==> src/rtl/mmio_uart_tx_fifo.sv <==
// MMIO UART transmitter: CPU-written bytes are queued in a DEPTH-entry FIFO and serialized 8N1/8N2.
// Latency: register reads return one cycle after the request; a queued byte starts its frame one cycle after it is seen.
// Backpressure: none on the bus (cmd_ready tied high); pushes into a full FIFO are dropped and flagged as overflow.
module mmio_uart_tx_fifo #(
  parameter int FMAX_MHz  = 27,
  parameter int BAUD      = 115200,
  parameter int DEPTH     = 64,
  parameter int STOP_BITS = 1
) (
  input  logic        clk,
  input  logic        reset,
  output logic        uart_tx,
  input  logic        input_cmd_start,
  input  logic        input_cmd_write,
  output logic        output_cmd_ready,
  input  logic [31:0] input_addr,
  output logic [31:0] output_rdata,
  output logic        output_rdata_valid,
  input  logic [31:0] input_wdata,
  output logic        output_irq
);

  localparam int AW      = $clog2(DEPTH);
  localparam int DEF_DIV = FMAX_MHz * 1000000 / BAUD;
  // A zero-cycle bit time is meaningless; clamp the reset value like a software write of 0.
  localparam logic [15:0] DIV_RST = (DEF_DIV < 1) ? 16'd1 : 16'(DEF_DIV);
  localparam logic [AW-1:0] PTR_ONE = 1;
  localparam logic [8:0] DEPTH_CNT = 9'(DEPTH);

  typedef enum logic [1:0] {
    S_IDLE,
    S_START,
    S_DATA,
    S_STOP
  } state_t;

  // FIFO storage and bookkeeping
  logic [7:0]    mem [DEPTH];
  logic [AW-1:0] head;
  logic [AW-1:0] tail;
  logic [8:0]    count;
  logic          overflow;
  logic [15:0]   divider;

  // Serializer state
  state_t      state;
  state_t      state_nxt;
  logic [16:0] cyc_cnt;
  logic [16:0] bit_lim;
  logic        bit_done;
  logic [2:0]  bit_idx;
  logic [7:0]  shreg;
  logic [15:0] d_lat;

  // Bus decode
  logic        wr_en;
  logic        rd_en;
  logic [1:0]  sel;
  logic        push_req;
  logic        push_ok;
  logic        pop;
  logic        full;
  logic        empty;
  logic        busy;
  logic [31:0] rd_mux;
  logic        unused_bits;

  assign wr_en    = input_cmd_start & input_cmd_write;
  assign rd_en    = input_cmd_start & ~input_cmd_write;
  assign sel      = input_addr[3:2];
  assign full     = (count == DEPTH_CNT);
  assign empty    = (count == 9'd0);
  assign busy     = (state != S_IDLE);
  assign pop      = (state == S_IDLE) && !empty;
  assign push_req = wr_en && (sel == 2'd0);
  // When full, a pop in the same cycle frees the slot the new byte needs.
  assign push_ok  = push_req && (!full || pop);

  assign output_cmd_ready = 1'b1;
  assign output_irq       = empty & ~busy;
  assign unused_bits      = ^{input_addr[31:4], input_addr[1:0], input_wdata[31:16]};

  // Stop phase spans STOP_BITS bit times; every other phase is one bit time.
  assign bit_lim  = (state == S_STOP) ?
                    ((STOP_BITS == 2) ? ({d_lat, 1'b0} - 17'd1) : ({1'b0, d_lat} - 17'd1)) :
                    ({1'b0, d_lat} - 17'd1);
  assign bit_done = (cyc_cnt == bit_lim);

  // Register read mux, sampled from the state in the request cycle
  always_comb begin
    rd_mux = 32'd0;
    case (sel)
      2'd1:    rd_mux = {15'd0, count, 4'd0, overflow, busy, empty, full};
      2'd2:    rd_mux = {16'd0, divider};
      default: rd_mux = 32'd0;
    endcase
  end

  // FIFO byte storage; no reset needed since count gates every read
  always_ff @(posedge clk) begin
    if (push_ok) mem[tail] <= input_wdata[7:0];
  end

  // FIFO pointers, occupancy and sticky overflow flag
  always_ff @(posedge clk) begin
    if (reset) begin
      head     <= '0;
      tail     <= '0;
      count    <= 9'd0;
      overflow <= 1'b0;
    end else begin
      if (push_ok) tail <= tail + PTR_ONE;
      if (pop)     head <= head + PTR_ONE;
      case ({push_ok, pop})
        2'b10:   count <= count + 9'd1;
        2'b01:   count <= count - 9'd1;
        default: count <= count;
      endcase
      if (push_req && !push_ok)
        overflow <= 1'b1;
      else if (wr_en && (sel == 2'd1) && input_wdata[3])
        overflow <= 1'b0;
    end
  end

  // Baud divider register; a write of 0 is stored as 1
  always_ff @(posedge clk) begin
    if (reset)
      divider <= DIV_RST;
    else if (wr_en && (sel == 2'd2))
      divider <= (input_wdata[15:0] == 16'd0) ? 16'd1 : input_wdata[15:0];
  end

  // Registered read response, one cycle after the request
  always_ff @(posedge clk) begin
    if (reset) begin
      output_rdata       <= 32'd0;
      output_rdata_valid <= 1'b0;
    end else begin
      output_rdata_valid <= rd_en;
      if (rd_en) output_rdata <= rd_mux;
    end
  end

  // Serializer state register
  always_ff @(posedge clk) begin
    if (reset) state <= S_IDLE;
    else       state <= state_nxt;
  end

  // Serializer next state and line level
  always_comb begin
    state_nxt = state;
    uart_tx   = 1'b1;
    case (state)
      S_IDLE: begin
        uart_tx = 1'b1;
        if (pop) state_nxt = S_START;
      end
      S_START: begin
        uart_tx = 1'b0;
        if (bit_done) state_nxt = S_DATA;
      end
      S_DATA: begin
        uart_tx = shreg[0];
        if (bit_done && (bit_idx == 3'd7)) state_nxt = S_STOP;
      end
      S_STOP: begin
        uart_tx = 1'b1;
        if (bit_done) state_nxt = S_IDLE;
      end
      default: state_nxt = S_IDLE;
    endcase
  end

  // Serializer datapath: bit-time counter, bit index and shift register.
  // The divider is latched at frame start so mid-frame writes only affect the next frame.
  always_ff @(posedge clk) begin
    if (reset) begin
      cyc_cnt <= 17'd0;
      bit_idx <= 3'd0;
      shreg   <= 8'd0;
      d_lat   <= DIV_RST;
    end else begin
      case (state)
        S_IDLE: begin
          if (pop) begin
            shreg   <= mem[head];
            d_lat   <= divider;
            cyc_cnt <= 17'd0;
            bit_idx <= 3'd0;
          end
        end
        S_DATA: begin
          if (bit_done) begin
            cyc_cnt <= 17'd0;
            shreg   <= {1'b0, shreg[7:1]};
            bit_idx <= bit_idx + 3'd1;
          end else begin
            cyc_cnt <= cyc_cnt + 17'd1;
          end
        end
        default: begin
          cyc_cnt <= bit_done ? 17'd0 : (cyc_cnt + 17'd1);
        end
      endcase
    end
  end

endmodule
==> config.mk <==
export PLATFORM = sky130hd
export DESIGN_NAME = mmio_uart_tx_fifo
export DESIGN_NICKNAME = d
export VERILOG_FILES = /design/src/rtl/mmio_uart_tx_fifo.sv
export SDC_FILE = /design/constraint.sdc
export NUM_CORES = 1
export LEC_CHECK = 0
export CORE_UTILIZATION = 60
export DETAILED_ROUTE_END_ITERATION = 16
export PLACE_DENSITY = 0.79
export SETUP_SLACK_MARGIN = 0.5
export SYNTH_ARGS = -nofsm -noshare
export SYNTH_HDL_FRONTEND = slang
export SYNTH_SLANG_ARGS = --single-unit
==> constraint.sdc <==
create_clock -name clk -period 3.3 [get_ports clk]
set_clock_uncertainty 0.1 [all_clocks]
set_input_delay 0.66 -clock clk [delete_from_list [all_inputs] [get_ports clk]]
set_output_delay 0.66 -clock clk [all_outputs]
set_load 0.02 [all_outputs]
==> impl_results.html <==
<table>
<tr><th>Metric</th><th>Value</th></tr>
<tr><th colspan="2">CTS</th></tr>
<tr><td>Root cell of the clock tree</td><td>sky130_fd_sc_hd__clkbuf_16</td></tr>
<tr><td>TritonCTS clock tree</td><td>built</td></tr>
<tr><td>CTS clock-pin slew for the worst setup and hold paths</td><td>0.06 ns</td></tr>
<tr><td>Total number of clock tree sinks</td><td>620</td></tr>
<tr><td>Deepest clock path buffer count</td><td>3</td></tr>
<tr><td>Number of CTS-inserted buffers</td><td>60</td></tr>
<tr><td>Post-CTS Hold Fix Bufs</td><td>0</td></tr>
<tr><td>Latest clock arrival within the worst-skew pair</td><td>0.63 ns</td></tr>
<tr><td>H-Tree Depth</td><td>2</td></tr>
<tr><th colspan="2">STA</th></tr>
<tr><td>Worst relative slew slack</td><td>33.6%</td></tr>
<tr><td>Final setup violation count</td><td>0</td></tr>
<tr><td>Final-report max-slew violation count</td><td>0</td></tr>
<tr><td>Slack of the critical path</td><td>0.394 ns</td></tr>
<tr><td>Post-Route Hold Slack</td><td>0.352 ns</td></tr>
<tr><td>Slew of the pin with the lowest slew margin</td><td>0.995 ns</td></tr>
<tr><td>Setup repair after global routing missed its margin</td><td>yes</td></tr>
<tr><td>Fraction of the cycle the final worst path needs</td><td>88.0%</td></tr>
<tr><td>Count of final hold-check violations</td><td>0</td></tr>
<tr><td>Minimum clock period after layout</td><td>2.91 ns</td></tr>
<tr><td>Fmax</td><td>344 MHz</td></tr>
<tr><th colspan="2">Place</th></tr>
<tr><td>Placer congestion estimate</td><td>0.864</td></tr>
<tr><td>Worst setup slack before clock tree synthesis</td><td>-0.217 ns</td></tr>
<tr><td>Number of placed instances, taps included</td><td>2152</td></tr>
<tr><td>HPWL after detailed placement</td><td>35200 um</td></tr>
<tr><td>Post-Place Cell Area</td><td>27000 sq um</td></tr>
<tr><td>Quantity of I/O buffers inserted on ports</td><td>41</td></tr>
<tr><th colspan="2">Global routing</th></tr>
<tr><td>Global Route Usage Sum</td><td>28.1%</td></tr>
<tr><td>Initial antenna violation count</td><td>0</td></tr>
<tr><td>GRT Residual Overflow</td><td>0</td></tr>
<tr><td>Largest net degree at the start of global routing</td><td>71</td></tr>
<tr><td>Wire length of the first global-routing pass</td><td>89100 um</td></tr>
<tr><td>Vias in the first global route</td><td>14600</td></tr>
<tr><th colspan="2">Routing</th></tr>
<tr><td>Final ANT Viol Nets</td><td>0</td></tr>
<tr><td>Count of routing violations after the opening detailed-route iteration</td><td>1576</td></tr>
<tr><td>Total wire length</td><td>60200 um</td></tr>
<tr><td>Detail-routed via count per cell</td><td>6.39</td></tr>
<tr><td>Per-cell routed wire length</td><td>26.2 um</td></tr>
<tr><td>Total number of vias</td><td>14700</td></tr>
<tr><td>Post-route DRC violation count</td><td>0</td></tr>
<tr><td>Drt pass-1 iters</td><td>8</td></tr>
<tr><th colspan="2">Worst setup path</th></tr>
<tr><td>Type of the setup path with the least slack</td><td>flip-flop to flip-flop</td></tr>
<tr><td>Maximum net fanout on the critical path</td><td>11</td></tr>
<tr><td>Worst path buffer plus inverter count</td><td>2</td></tr>
<tr><td>Worst path slowest cell</td><td>sky130_fd_sc_hd__mux4_2</td></tr>
<tr><td>Worst setup SP type</td><td>flip-flop</td></tr>
<tr><td>Endpoint required time on the critical path</td><td>3.67 ns</td></tr>
<tr><td>Cell-by-cell trace of the critical path</td><td>buf_6 &gt; buf_16 &gt; mux4_2 &gt; mux4_2 &gt; mux2i_1 &gt; o221ai_1 &gt; nor3_2 &gt; nor3_1</td></tr>
<tr><td>Most used cell along the critical path</td><td>sky130_fd_sc_hd__mux4_2</td></tr>
<tr><td>Maximum cell stage delay along the critical path</td><td>0.52 ns</td></tr>
<tr><td>Sort of element at the end of the critical path</td><td>flip-flop</td></tr>
<tr><td>Kind of cell with the highest combined delay on the critical path</td><td>multiplexers</td></tr>
<tr><td>Arrival @ worst endpoint</td><td>3.28 ns</td></tr>
<tr><th colspan="2">Floorplanning</th></tr>
<tr><td>Number of placed I/O pins</td><td>104</td></tr>
<tr><td>Total Die Area</td><td>43000 sq um</td></tr>
<tr><td>Die Ht</td><td>207 um</td></tr>
<tr><td>Core area</td><td>41200 sq um</td></tr>
<tr><td>Starting density of the core</td><td>61.4%</td></tr>
<tr><td>Site Rows</td><td>74</td></tr>
<tr><td>DIE WIDTH</td><td>207 um</td></tr>
<tr><th colspan="2">Worst hold path</th></tr>
<tr><td>Worst hold-check path type</td><td>flip-flop to flip-flop</td></tr>
<tr><th colspan="2">Synthesis</th></tr>
<tr><td>Mapped Cells</td><td>1529</td></tr>
<tr><td>Primary FF master, synth</td><td>sky130_fd_sc_hd__edfxtp_1</td></tr>
<tr><td>Commonest cells in the netlist</td><td>sky130_fd_sc_hd__edfxtp_1 (512), sky130_fd_sc_hd__mux4_2 (154), sky130_fd_sc_hd__nand2_1 (117), sky130_fd_sc_hd__nor2_1 (113), sky130_fd_sc_hd__dfxtp_1 (108)</td></tr>
<tr><td>Total number of yosys warnings</td><td>0</td></tr>
<tr><td>Register area share after synthesis</td><td>69.3%</td></tr>
<tr><td>Portion of synthesized cell area occupied by the leading cell type</td><td>60.8%</td></tr>
<tr><td>Library cell with the largest summed area after synthesis</td><td>sky130_fd_sc_hd__edfxtp_1</td></tr>
<tr><td>#FFs+latches synth</td><td>620</td></tr>
<tr><td>Synth unique cells</td><td>65</td></tr>
<tr><td>Syn Std Cell Area</td><td>25300 sq um</td></tr>
<tr><td>Cells taking the most area after synthesis</td><td>sky130_fd_sc_hd__edfxtp_1 (61%), sky130_fd_sc_hd__mux4_2 (14%), sky130_fd_sc_hd__dfxtp_1 (8.5%), sky130_fd_sc_hd__nand2_1 (1.7%), sky130_fd_sc_hd__nor2_1 (1.7%)</td></tr>
<tr><td>Share of synthesized registers carrying an async set or reset</td><td>0%</td></tr>
<tr><td>Most frequent cell after synthesis</td><td>sky130_fd_sc_hd__edfxtp_1</td></tr>
<tr><td>Avg Inst Size Synth</td><td>16.5 sq um</td></tr>
<tr><td>Number of flops mapped to enable cells by yosys</td><td>512</td></tr>
<tr><th colspan="2">Outcome</th></tr>
<tr><td>Run status</td><td>finished clean</td></tr>
<tr><th colspan="2">Power</th></tr>
<tr><td>Leakage</td><td>0.00978 uW</td></tr>
<tr><td>Power per cell area</td><td>737 nW/um^2</td></tr>
<tr><td>Worst VDD drop</td><td>0.596 mV</td></tr>
<tr><th colspan="2">Flow run</th></tr>
<tr><td>Max-cap viol count</td><td>0</td></tr>
<tr><th colspan="2">Finish</th></tr>
<tr><td>ANT cells</td><td>0</td></tr>
<tr><td>Final Net Count</td><td>1807</td></tr>
<tr><td>Area grow syn2layout</td><td>18.1%</td></tr>
<tr><td>Count of placed standard cells in the final layout, fillers left out</td><td>2298</td></tr>
<tr><td>Fraction of final layout cells sized beyond drive strength 1</td><td>29.2%</td></tr>
<tr><td>Non-Filler Cell Area, Final</td><td>29900 sq um</td></tr>
</table>
per-layer routing:
| layer | vias to the layer above | global-route usage [%] | wire length (um) |
|---|---|---|---|
| li1 | 6344 | - | - |
| met2 | 782 | 46.1 | 30200 |
| met4 | 0 | 10.2 | 1790 |
| met3 | 128 | 5.07 | 5490 |
| met5 | - | 0 | 0 |
| met1 | 7428 | 38.0 | 22700 |
cell families (layout without fill, tap and decap cells):
logic type / after synthesis / count (layout) / share of synthesized area, %
xor gates and xnor gates: 35 / 35 / 1.21
buffers and inverters: 128 / 348 / 2.30
DFF: 620 / 620 / 69.3
AOI/OAI and AO/OA: 167 / 167 / 4.26
adders and majority gates: 22 / 22 / 1.12
other: 2 / 16 / 0.0297
and+or+nand+nor: 373 / 375 / 6.91
muxes: 182 / 183 / 14.8
flip-flops by register name, summed over array words and instances, names as in the netlist, named ones only:
register	flops
mem	512
cyc_cnt	17
output_rdata	17
d_lat	16
divider	16
count	9
shreg	8
head	6
tail	6
bit_idx	3
state	2
output_rdata_valid	1
overflow	1
worst reg2reg max path: cells and delay by family, from the launching register on:
family,cells,cell delay [ns]
buf+inv,2,0.34
mux,3,1.38
compound gates,1,0.23
flops,1,0.48
simple gates,2,0.23
repair_timing:
| action | CTS | global route |
|---|---|---|
| buffers inserted | 8 | 20 |
| gates resized for setup | 47 | 63 |
| pin swaps | 11 | 27 |
| gates cloned | 4 | 3 |
| setup endpoints to repair | 228 | 297 |
metrics by stage:
| stage | utilization, % | total power [uW] | TNS [ns] |
|---|---|---|---|
| 2_1_floorplan | - | 12600 | 0 |
| 3_3_place_gp | 65.6 | 14000 | -15.87 |
| 3_5_place_dp | 65.6 | 14100 | -29.57 |
| 4_1_cts | 71.4 | 21500 | 0 |
| 5_1_grt | 72.5 | 22800 | 0 |
| 6_report | 72.5 | 22000 | 0 |
power breakdown:
part | internal (uW) | switching, uW
Clock | 4080 | 3010
Combinational | 2910 | 3110
Sequential | 8650 | 257
cell type report:
type                            instances  area, sq um
Fill cell                            2429        11300
Clock buffer                           71         1620
Inverter                               28          105
Clock inverter                         40          443
Sequential cell                       620        17600
Tap cell                              532          666
Multi-Input combinational cell        798         7640
Timing Repair Buffer                  209         1840
final timing paths:
path	start	endpoint	slack, ns	cells after the start
setup / recovery	flip-flop	shreg[6]$_SDFFE_PP0P_	0.39	8
hold / removal	output_rdata[16]$_SDFFE_PP0P_	output_rdata[16]$_SDFFE_PP0P_	0.35	2
setup reg to reg	flip-flop	shreg[6]$_SDFFE_PP0P_	0.39	8
hold reg to reg	output_rdata[16]$_SDFFE_PP0P_	output_rdata[16]$_SDFFE_PP0P_	0.35	2
layout by cell type (no fill, tap or decap), types with 7 or more instances in the layout:
cell type	instances
sky130_fd_sc_hd__edfxtp_1	512
sky130_fd_sc_hd__nand4_1	9
sky130_fd_sc_hd__bufinv_16	7
sky130_fd_sc_hd__mux4_2	154
sky130_fd_sc_hd__mux2i_1	20
sky130_fd_sc_hd__nand3_1	40
sky130_fd_sc_hd__ha_1	16
sky130_fd_sc_hd__o21ai_0	12
sky130_fd_sc_hd__xor2_1	14
sky130_fd_sc_hd__clkbuf_1	7
sky130_fd_sc_hd__nor3_1	16
sky130_fd_sc_hd__buf_2	9
sky130_fd_sc_hd__clkbuf_16	64
sky130_fd_sc_hd__a22oi_1	14
sky130_fd_sc_hd__inv_1	25
sky130_fd_sc_hd__dfxtp_2	8
sky130_fd_sc_hd__o221ai_1	9
sky130_fd_sc_hd__nand2b_1	9
sky130_fd_sc_hd__a21oi_1	64
sky130_fd_sc_hd__clkinv_2	11
sky130_fd_sc_hd__xnor2_1	21
sky130_fd_sc_hd__and3_1	7
sky130_fd_sc_hd__nor3_2	10
sky130_fd_sc_hd__nand2_1	114
sky130_fd_sc_hd__nor2_1	111
sky130_fd_sc_hd__dfxtp_1	96
sky130_fd_sc_hd__a31oi_1	8
sky130_fd_sc_hd__a22o_1	10
sky130_fd_sc_hd__o22ai_1	7
sky130_fd_sc_hd__conb_1	16
sky130_fd_sc_hd__clkinv_1	9
sky130_fd_sc_hd__clkdlybuf4s50_1	30
sky130_fd_sc_hd__buf_4	153
Note: power is estimated with default switching activity, not from simulation.
